## config.mk

```make
export PLATFORM = sky130hd
export DESIGN_NAME = microcode_pipeline
export DESIGN_NICKNAME = d
export VERILOG_FILES = /design/src/rtl/microcode_pkg.sv /design/src/rtl/microcode_store.sv /design/src/rtl/microcode_pipeline.sv
export SDC_FILE = /design/constraint.sdc
export NUM_CORES = 1
export LEC_CHECK = 0
export CAP_MARGIN = 20
export CORE_AREA = 3 3 193 195
export DETAILED_ROUTE_END_ITERATION = 16
export DIE_AREA = 0 0 196 198
export GPL_ROUTABILITY_DRIVEN = 0
export HOLD_SLACK_MARGIN = 0.05
export MAX_ROUTING_LAYER = met4
export PLACE_DENSITY = 0.68
export RECOVER_POWER = 50
export SYNTH_ARGS = -nofsm -noshare
export SYNTH_HDL_FRONTEND = slang
export SYNTH_SLANG_ARGS = --single-unit
export TNS_END_PERCENT = 20
```

## constraint.sdc

```tcl
create_clock -name CP -period 4.4 [get_ports CP]
set_input_delay 0.66 -clock CP [delete_from_list [all_inputs] [get_ports CP]]
set_output_delay 0.66 -clock CP [all_outputs]
set_load 0.02 [all_outputs]
```

## src/rtl/microcode_pkg.sv

```systemverilog
// Shared encodings for the microcode pipeline: next-address opcodes, sequencer
// source selects, microword field offsets (relative to the top of BA) and FSM states.
package microcode_pkg;

    typedef enum logic [2:0] {
        OP_CONT = 3'd0,
        OP_JMP  = 3'd1,
        OP_CJP  = 3'd2,
        OP_CJS  = 3'd3,
        OP_CRTN = 3'd4,
        OP_LDCT = 3'd5,
        OP_RPCT = 3'd6,
        OP_JZ   = 3'd7
    } op_t;

    localparam logic [1:0] S_UPC   = 2'b00;
    localparam logic [1:0] S_AR    = 2'b01;
    localparam logic [1:0] S_STACK = 2'b10;
    localparam logic [1:0] S_D     = 2'b11;

    // Offsets are added to AW, because BA occupies the low AW bits
    localparam int OP_OFS   = 0;
    localparam int OP_W     = 3;
    localparam int CSEL_OFS = 3;
    localparam int CSEL_W   = 3;
    localparam int CPOL_OFS = 6;
    localparam int HLT_OFS  = 7;
    localparam int CTRL_OFS = 8;

    typedef enum logic [1:0] {
        ST_RESET = 2'd0,
        ST_RUN   = 2'd1,
        ST_HALT  = 2'd2
    } state_t;

endpackage

```

## src/rtl/microcode_store.sv

```systemverilog
// Microcode store: 2^AW words of DW bits, one write port and one registered read port.
// A read and write of the same address on one edge returns the old word.
module microcode_store #(
    parameter int AW = 4,
    parameter int DW = 24
) (
    input  logic          clk,
    input  logic          we,
    input  logic [AW-1:0] wa,
    input  logic [DW-1:0] wd,
    input  logic          re,
    input  logic [AW-1:0] ra,
    output logic [DW-1:0] rd
);

    logic [DW-1:0] mem [2**AW];

    always_ff @(posedge clk) begin
        if (we) begin
            mem[wa] <= wd;
        end
        if (re) begin
            rd <= mem[ra];
        end
    end

endmodule

```

## src/rtl/microcode_pipeline.sv

```systemverilog
// Am2909 consumer: fetches the microword at Y into the pipeline register, decodes
// its next-address field into sequencer controls and runs the loop counter and halt FSM.
module microcode_pipeline
    import microcode_pkg::*;
#(
    parameter int AW    = 4,
    parameter int DW    = 24,
    parameter int NCOND = 8
) (
    input  logic                CP,
    input  logic                RST,
    input  logic [AW-1:0]       Y,
    input  logic                WE,
    input  logic [AW-1:0]       WA,
    input  logic [DW-1:0]       WD,
    input  logic [NCOND-1:0]    COND,
    input  logic                GO,
    output logic [1:0]          S,
    output logic                FE,
    output logic                PUP,
    output logic                ZERO,
    output logic                C,
    output logic [AW-1:0]       D,
    output logic [DW-AW-9:0]    CTRL,
    output logic [AW-1:0]       CNT,
    output logic                HALTED
);

    localparam logic [DW-1:0] RESET_WORD = DW'(OP_JZ) << AW;

    state_t          state;
    state_t          next_state;
    logic [DW-1:0]   store_rd;
    logic [DW-1:0]   pl;
    logic [AW-1:0]   cnt;
    logic            fetch;

    logic [AW-1:0]     ba;
    op_t               op;
    logic [CSEL_W-1:0] csel;
    logic              cpol;
    logic              hlt;
    logic              pass;

    // The store's read register is the pipeline register; the reset word overlays it
    // while in RESET so the store itself never needs a reset.
    microcode_store #(.AW(AW), .DW(DW)) u_store (
        .clk (CP),
        .we  (WE),
        .wa  (WA),
        .wd  (WD),
        .re  (fetch & RST),
        .ra  (Y),
        .rd  (store_rd)
    );

    assign pl   = (state == ST_RESET) ? RESET_WORD : store_rd;
    assign ba   = pl[AW-1:0];
    assign op   = op_t'(pl[AW+OP_OFS +: OP_W]);
    assign csel = pl[AW+CSEL_OFS +: CSEL_W];
    assign cpol = pl[AW+CPOL_OFS];
    assign hlt  = pl[AW+HLT_OFS];
    assign pass = COND[csel] ^ cpol;

    assign CTRL   = pl[DW-1:AW+CTRL_OFS];
    assign CNT    = cnt;
    assign HALTED = (state == ST_HALT);

    always_ff @(posedge CP) begin
        if (!RST) begin
            state <= ST_RESET;
        end else begin
            state <= next_state;
        end
    end

    always_comb begin
        next_state = state;
        fetch      = 1'b0;
        case (state)
            ST_RESET: begin
                next_state = ST_RUN;
                fetch      = 1'b1;
            end
            ST_RUN: begin
                if (hlt) begin
                    next_state = ST_HALT;
                end else begin
                    fetch = 1'b1;
                end
            end
            ST_HALT: begin
                if (GO) begin
                    next_state = ST_RUN;
                    fetch      = 1'b1;
                end
            end
            default: next_state = ST_RESET;
        endcase
    end

    // Halt freezes the sequencer on its uPC by dropping carry-in and ignoring OP.
    always_comb begin
        S    = S_UPC;
        FE   = 1'b1;
        PUP  = 1'b0;
        ZERO = 1'b1;
        C    = 1'b1;
        D    = ba;
        if (state == ST_HALT) begin
            C = 1'b0;
        end else begin
            case (op)
                OP_JMP:  S = S_D;
                OP_CJP:  S = pass ? S_D : S_UPC;
                OP_CJS: begin
                    if (pass) begin
                        S   = S_D;
                        FE  = 1'b0;
                        PUP = 1'b1;
                    end
                end
                OP_CRTN: begin
                    if (pass) begin
                        S  = S_STACK;
                        FE = 1'b0;
                    end
                end
                OP_RPCT: begin
                    if (cnt != '0) begin
                        S = S_D;
                    end
                end
                OP_JZ:   ZERO = 1'b0;
                default: ;
            endcase
        end
    end

    always_ff @(posedge CP) begin
        if (!RST) begin
            cnt <= '0;
        end else if (state == ST_RUN) begin
            if (op == OP_LDCT) begin
                cnt <= ba;
            end else if (op == OP_RPCT && cnt != '0) begin
                cnt <= cnt - AW'(1);
            end
        end
    end

endmodule
```

==> flow_summary.toml, run 1 <==
[run_status]
outcome = "finished, violations left"
violations = "max-capacitance violations, max-slew violations"

[sta]
fin_crit_sh_pct = 79.9
setup_tns_ps = 0
max_freq_mhz = 284
finalMaxSlewViolations = 50
clock_skew_ps = 19.7
setup_violations = 0
tightest_slew_ps = 2830
grt_setup_unrepaired = "false"
period_minus_slack_ps = 3520
hold_viol_final = 0
slew_headroom_pct = -89.3

[hold_path]
hold_depth = 2
hold_path.class = "flip-flop to flip-flop"

[clock_tree]
root_buffer = "clkbuf_16"
clk_latency_ps = 550
cts-resized-gates = 0
cts_setup_buffers = 0
cts_buffers = 43
clkSinkCount = 414
clk_pin_slew_worst_paths_ps = 60
htree_levels = 2
clockBufferDepth = 3
cts_hold_buf = 0
cts_tree = "done"

[setup_path]
end_kind = "output pin"
path_cells = "inv_1, ha_1, or3b_1, nor3b_1, a22oi_1, nor4b_1, nor3_1, clkdlybuf4s50_1"
critPathBufInv = 2
cp_top_family = "simple AND/OR/NAND/NOR gates"
cpPeakStageDelay_ps = 550
critPathArrivalTime_ps = 2860
cp.depth = 8
ff2ff_path_depth = 3
startpoint_type = "flip-flop"
crit_fanout = 6
cp.required_ps = 3740
critical_path_class = "flip-flop to output pin"
cpMaxStageDelayCell = "clkdlybuf4s50_1"

[finish]
fin_nets = 832
final_cell_mix = "408 x edfxtp_1, 120 x mux4_2, 43 x clkbuf_16, 40 x clkdlybuf4s50_1, 27 x dlygate4sd3_1"
multi_input_area_um2 = 3450
num-fill-cells = 2769
layout_commonest_cell = "edfxtp_1"
final_layout_size_suffix_gt1_share_pct = 26.3
regArea_um2 = 12400
stdcell_count = 1284
final_util_pct = 52.6
area_growth_pct = 17.1

[power_and_ir_drop]
ir_drop_mv = 0.500
p_leak_nw = 5.84
p_per_area_nw_per_um2 = 458

[synthesis]
synth_seq_area_share_pct = 77.5
synth_edf_count = 408
syn_inst = 687
ys_types = 45
synthArstFlopShare_pct = 0
synthFlopType = "edfxtp_1"
syn_area_um2 = 16000
syn_nets = 733
syn_avg_cell_area_um2 = 23.2
yosysWarnings = 0
synth_seq_cells = 414

[global_routing]
grt_max_degree = 51
grt_pass1_wl_um = 48300
antenna_found_initial = 1
grt_overflow = 0
grt_pass1_vias = 7620
grt.total_usage_pct = 17.2

[floorplanning]
chipHeight_um = 198
num_rows = 69
coreArea_um2 = 35600
start_util_pct = 44.9
design.portCount = 71
dieWidth_um = 196
dieArea_um2 = 38800

[routing]
routedWlPerCell_um = 24.8
drtIter0Drc = 689
detail_route.drc_violations = 0
dr.pass1.iters = 5
routed_wl_um = 31900
ant_nets = 0
vias = 7317
viasPerCell = 5.70

[placed_design]
port_buffers = 70
dp_cells = 1202
place_hpwl_um = 17400

[job]
maxCapViolCount = 2
-- per-layer routing --
metal | global-route usage [%] | vias to the layer above | wire length [um] | share of wire, %
li1 | - | 3128 | - | -
met1 | 24.4 | 3905 | 14200 | 44
met2 | 26.6 | 238 | 15400 | 48
met3 | 3.03 | 46 | 1770 | 5.5
met4 | 3.91 | 0 | 546 | 1.7
met5 | - | - | 0 | 0
-- cell usage after synthesis (4+ instances only) --
library cell / number / area share (%)
buf_2: 13 / 0.41
and2_1: 15 / 0.59
inv_1: 9 / 0.21
nor3_1: 6 / 0.19
buf_8: 4 / 0.38
o21ai_0: 6 / 0.19
a21oi_1: 6 / 0.19
nand2_1: 8 / 0.19
mux4_2: 120 / 17
edfxtp_1: 408 / 77
dfxtp_1: 6 / 0.75
clkbuf_1: 13 / 0.31
nor2_1: 24 / 0.56
-- worst paths after layout --
kind                               to             startpoint  slack, ps
max                              S[1]    CNT[0]$_SDFFE_PN0P_        880
min               CNT[3]$_SDFFE_PN0P_    CNT[3]$_SDFFE_PN0P_        510
max reg2reg  u_store.rd[23]$_DFFE_PP_  state[0]$_SDFFE_PN0P_       1230
min reg2reg       CNT[3]$_SDFFE_PN0P_    CNT[3]$_SDFFE_PN0P_        510
-- sequential cells by signal, summed over array words and instances (netlist names) --
register / flops
u_store.mem: 384
u_store.rd: 24
CNT: 4
state: 2
-- worst min-delay path, cell delays in order (launching register included) --
cell,delay [ps]
dfxtp_1,330
o21ai_0,70
a21oi_1,60
-- final cells by class --
type / instances / share of cell area, %
timing repair buffer: 88 / 4.62
multi-input combinational: 230 / 18.5
clock buffer: 56 / 6.12
antenna: 2 / 0.0268
inverter: 9 / 0.181
tap: 461 / 3.09
clock inverter: 24 / 1.33
sequential: 414 / 66.2
-- power breakdown --
part | internal (W) | total [W] | switching, W
Combinational | 0.000248 | 0.000534 | 0.000286
Sequential | 0.00445 | 0.00448 | 0.0000353
Clock | 0.00208 | 0.00355 | 0.00146
Total | 0.00678 | 0.00856 | 0.00178
-- cells by family (layout without fill, tap and decap cells) --
kind of cell / count (synthesis) / in the layout / synth area share (%)
buf+inv: 43 / 177 / 1.49
compound gates: 28 / 28 / 1.18
simple gates: 77 / 77 / 2.58
other cells: 0 / 2 / 0
fa+ha+maj: 2 / 2 / 0.157
mux: 123 / 123 / 17.1
flops: 414 / 414 / 77.5
-- stage by stage --
step	power, W	area, um^2	worst slack (ps)	hold WS (ps)
after global routing	0.00885	18700	618	570
after detailed placement	0.00511	17300	1050	511
final	0.00856	18700	882	508
after global placement	0.00510	17300	1110	505
after CTS	0.00865	18700	876	518
after floorplan	0.00487	16000	1120	573
No activity file was read; power rests on OpenSTA's default activity.
==> inputs of run 2 (changes only) <==
clock period = 3.7 ns   (was 4.4 ns; I/O delays follow)
==> run 2 against run 1 <==
Net effect:
- critical path depth unchanged
- largest cell class unchanged
- count of clock-buffer cells in the layout down 8
- worst setup slack got worse by 540 ps
- highest routed layer unchanged
- sequential power up 19%
- the flow still finishes with violations (max-capacitance violations, max-slew violations)
==> flow_summary.toml, run 2 (synthesis results as in run 1) <==
[run_status]
outcome = "finished, violations left"
violations = "max-capacitance violations, max-slew violations"

[sta]
hold_ws_ps = 517
clock_skew_ps = 23.4
slew_headroom_pct = -17.3
fin_ws_ps = 341
setup_tns_ps = 0
grt_setup_unrepaired = "false"
hold_viol_final = 0
setup_violations = 0
tightest_slew_ps = 1760
period_minus_slack_ps = 3360
max_freq_mhz = 298
finalMaxSlewViolations = 23
fin_crit_sh_pct = 90.8

[floorplanning]
num_rows = 69
design.portCount = 71
chipHeight_um = 198
start_util_pct = 44.9
dieArea_um2 = 38800
coreArea_um2 = 35600
dieWidth_um = 196

[setup_path]
end_kind = "output pin"
r2r_end = "u_store.rd[22]$_DFFE_PP_"
critical_path_class = "flip-flop to output pin"
cp.required_ps = 3140
ff2ff_path_depth = 4
r2r_start = "state[0]$_SDFFE_PN0P_"
critPathArrivalTime_ps = 2800
rrSetupSlack_ps = 1190
startpoint_type = "flip-flop"
crit_fanout = 6
worstSetupStartpoint = "CNT[0]$_SDFFE_PN0P_"
crit_path_end = "S[1]"

[clock_tree]
cts_tree = "done"
cts_buffers = 42
clkSinkCount = 414
clk_pin_slew_worst_paths_ps = 60
root_buffer = "clkbuf_16"
cts_setup_buffers = 0
clockBufferDepth = 3
htree_levels = 2
clk_latency_ps = 540
cts_hold_buf = 0
cts-resized-gates = 0

[routing]
ant_nets = 0
detail_route.drc_violations = 0
routed_wl_um = 32200
dr.pass1.iters = 5
viasPerCell = 5.72
drtIter0Drc = 728
vias = 7387
routedWlPerCell_um = 24.9

[finish]
num-fill-cells = 2731
stdcell_count = 1291
largest_reg_flops = 384
final_layout_size_suffix_gt1_share_pct = 27.7
final_cell_mix = "408 x edfxtp_1, 120 x mux4_2, 43 x clkbuf_16, 42 x clkdlybuf4s50_1, 26 x buf_4"
regArea_um2 = 12400
largest-register = "u_store.mem"
multi_input_area_um2 = 3460
fin_nets = 844
area_growth_pct = 17.7
layout_commonest_cell = "edfxtp_1"

[placed_design]
place_ws_ps = 582
dp_cells = 1215
place_hpwl_um = 17200
port_buffers = 70

[hold_path]
hold_path.class = "flip-flop to flip-flop"

[job]
maxCapViolCount = 1

[power_and_ir_drop]
ir_drop_mv = 0.429
p_leak_nw = 5.90
p_per_area_nw_per_um2 = 539

[global_routing]
grt.total_usage_pct = 17.2
antenna_found_initial = 2
grt_pass1_vias = 7594
grt_overflow = 0
grt_max_degree = 42
grt_pass1_wl_um = 48100
run 2: cell type report:
type                    instances  area share [%]
clock buffers                  48            5.83
diodes                          1          0.0133
flip-flops and latches        414            65.9
multi-input cells             230            18.4
clock inverters                27            1.47
well taps                     461            3.07
inverters                       9           0.180
repair buffers                101            5.16
run 2: through the flow:
step	instance area, um^2	util [%]	total power (W)
5_1_grt	18800	52.8	0.0105
4_1_cts	18800	52.9	0.0103
6_report	18800	52.8	0.0101
2_1_floorplan	16000	-	0.00579
3_5_place_dp	17400	49.0	0.00608
3_3_place_gp	17400	49.0	0.00607
run 2: power by group:
part           internal (W)  switching (W)  total (W)  leakage, nW
combinational      0.000299       0.000339   0.000638         1.48
clock               0.00248        0.00169    0.00416        0.670
sequential          0.00529      0.0000428    0.00533         3.75
run 2: worst min path at each step:
stage                                startpoint               endpoint  slack [ps]  cells past startpoint
after floorplan           state[1]$_SDFFE_PN0P_  state[1]$_SDFFE_PN0P_         570                      2
after global placement      CNT[3]$_SDFFE_PN0P_    CNT[3]$_SDFFE_PN0P_         510                      2
after detailed placement    CNT[3]$_SDFFE_PN0P_    CNT[3]$_SDFFE_PN0P_         510                      2
after CTS                   CNT[3]$_SDFFE_PN0P_    CNT[3]$_SDFFE_PN0P_         520                      2
after global routing        CNT[3]$_SDFFE_PN0P_    CNT[3]$_SDFFE_PN0P_         540                      2
final                       CNT[3]$_SDFFE_PN0P_    CNT[3]$_SDFFE_PN0P_         520                      2
run 2: per-layer routing:
layer  global-route usage [%]  vias up  part of all wire, %
met5                        -        -                    0
met4                     4.22        0                  1.7
met3                     2.82       55                  6.5
met2                     26.9      286                   50
met1                     24.3     3905                   42
li1                         -     3141                    -
run 2: worst max-delay path, stage by stage (launching register included):
cell             delay [ps]
dfxtp_1                 430
inv_1                    90
ha_1                    190
or3b_1                  170
nor3b_1                 240
a22oi_1                 150
nor4b_1                 170
nor3_1                  200
clkdlybuf4s50_1         640
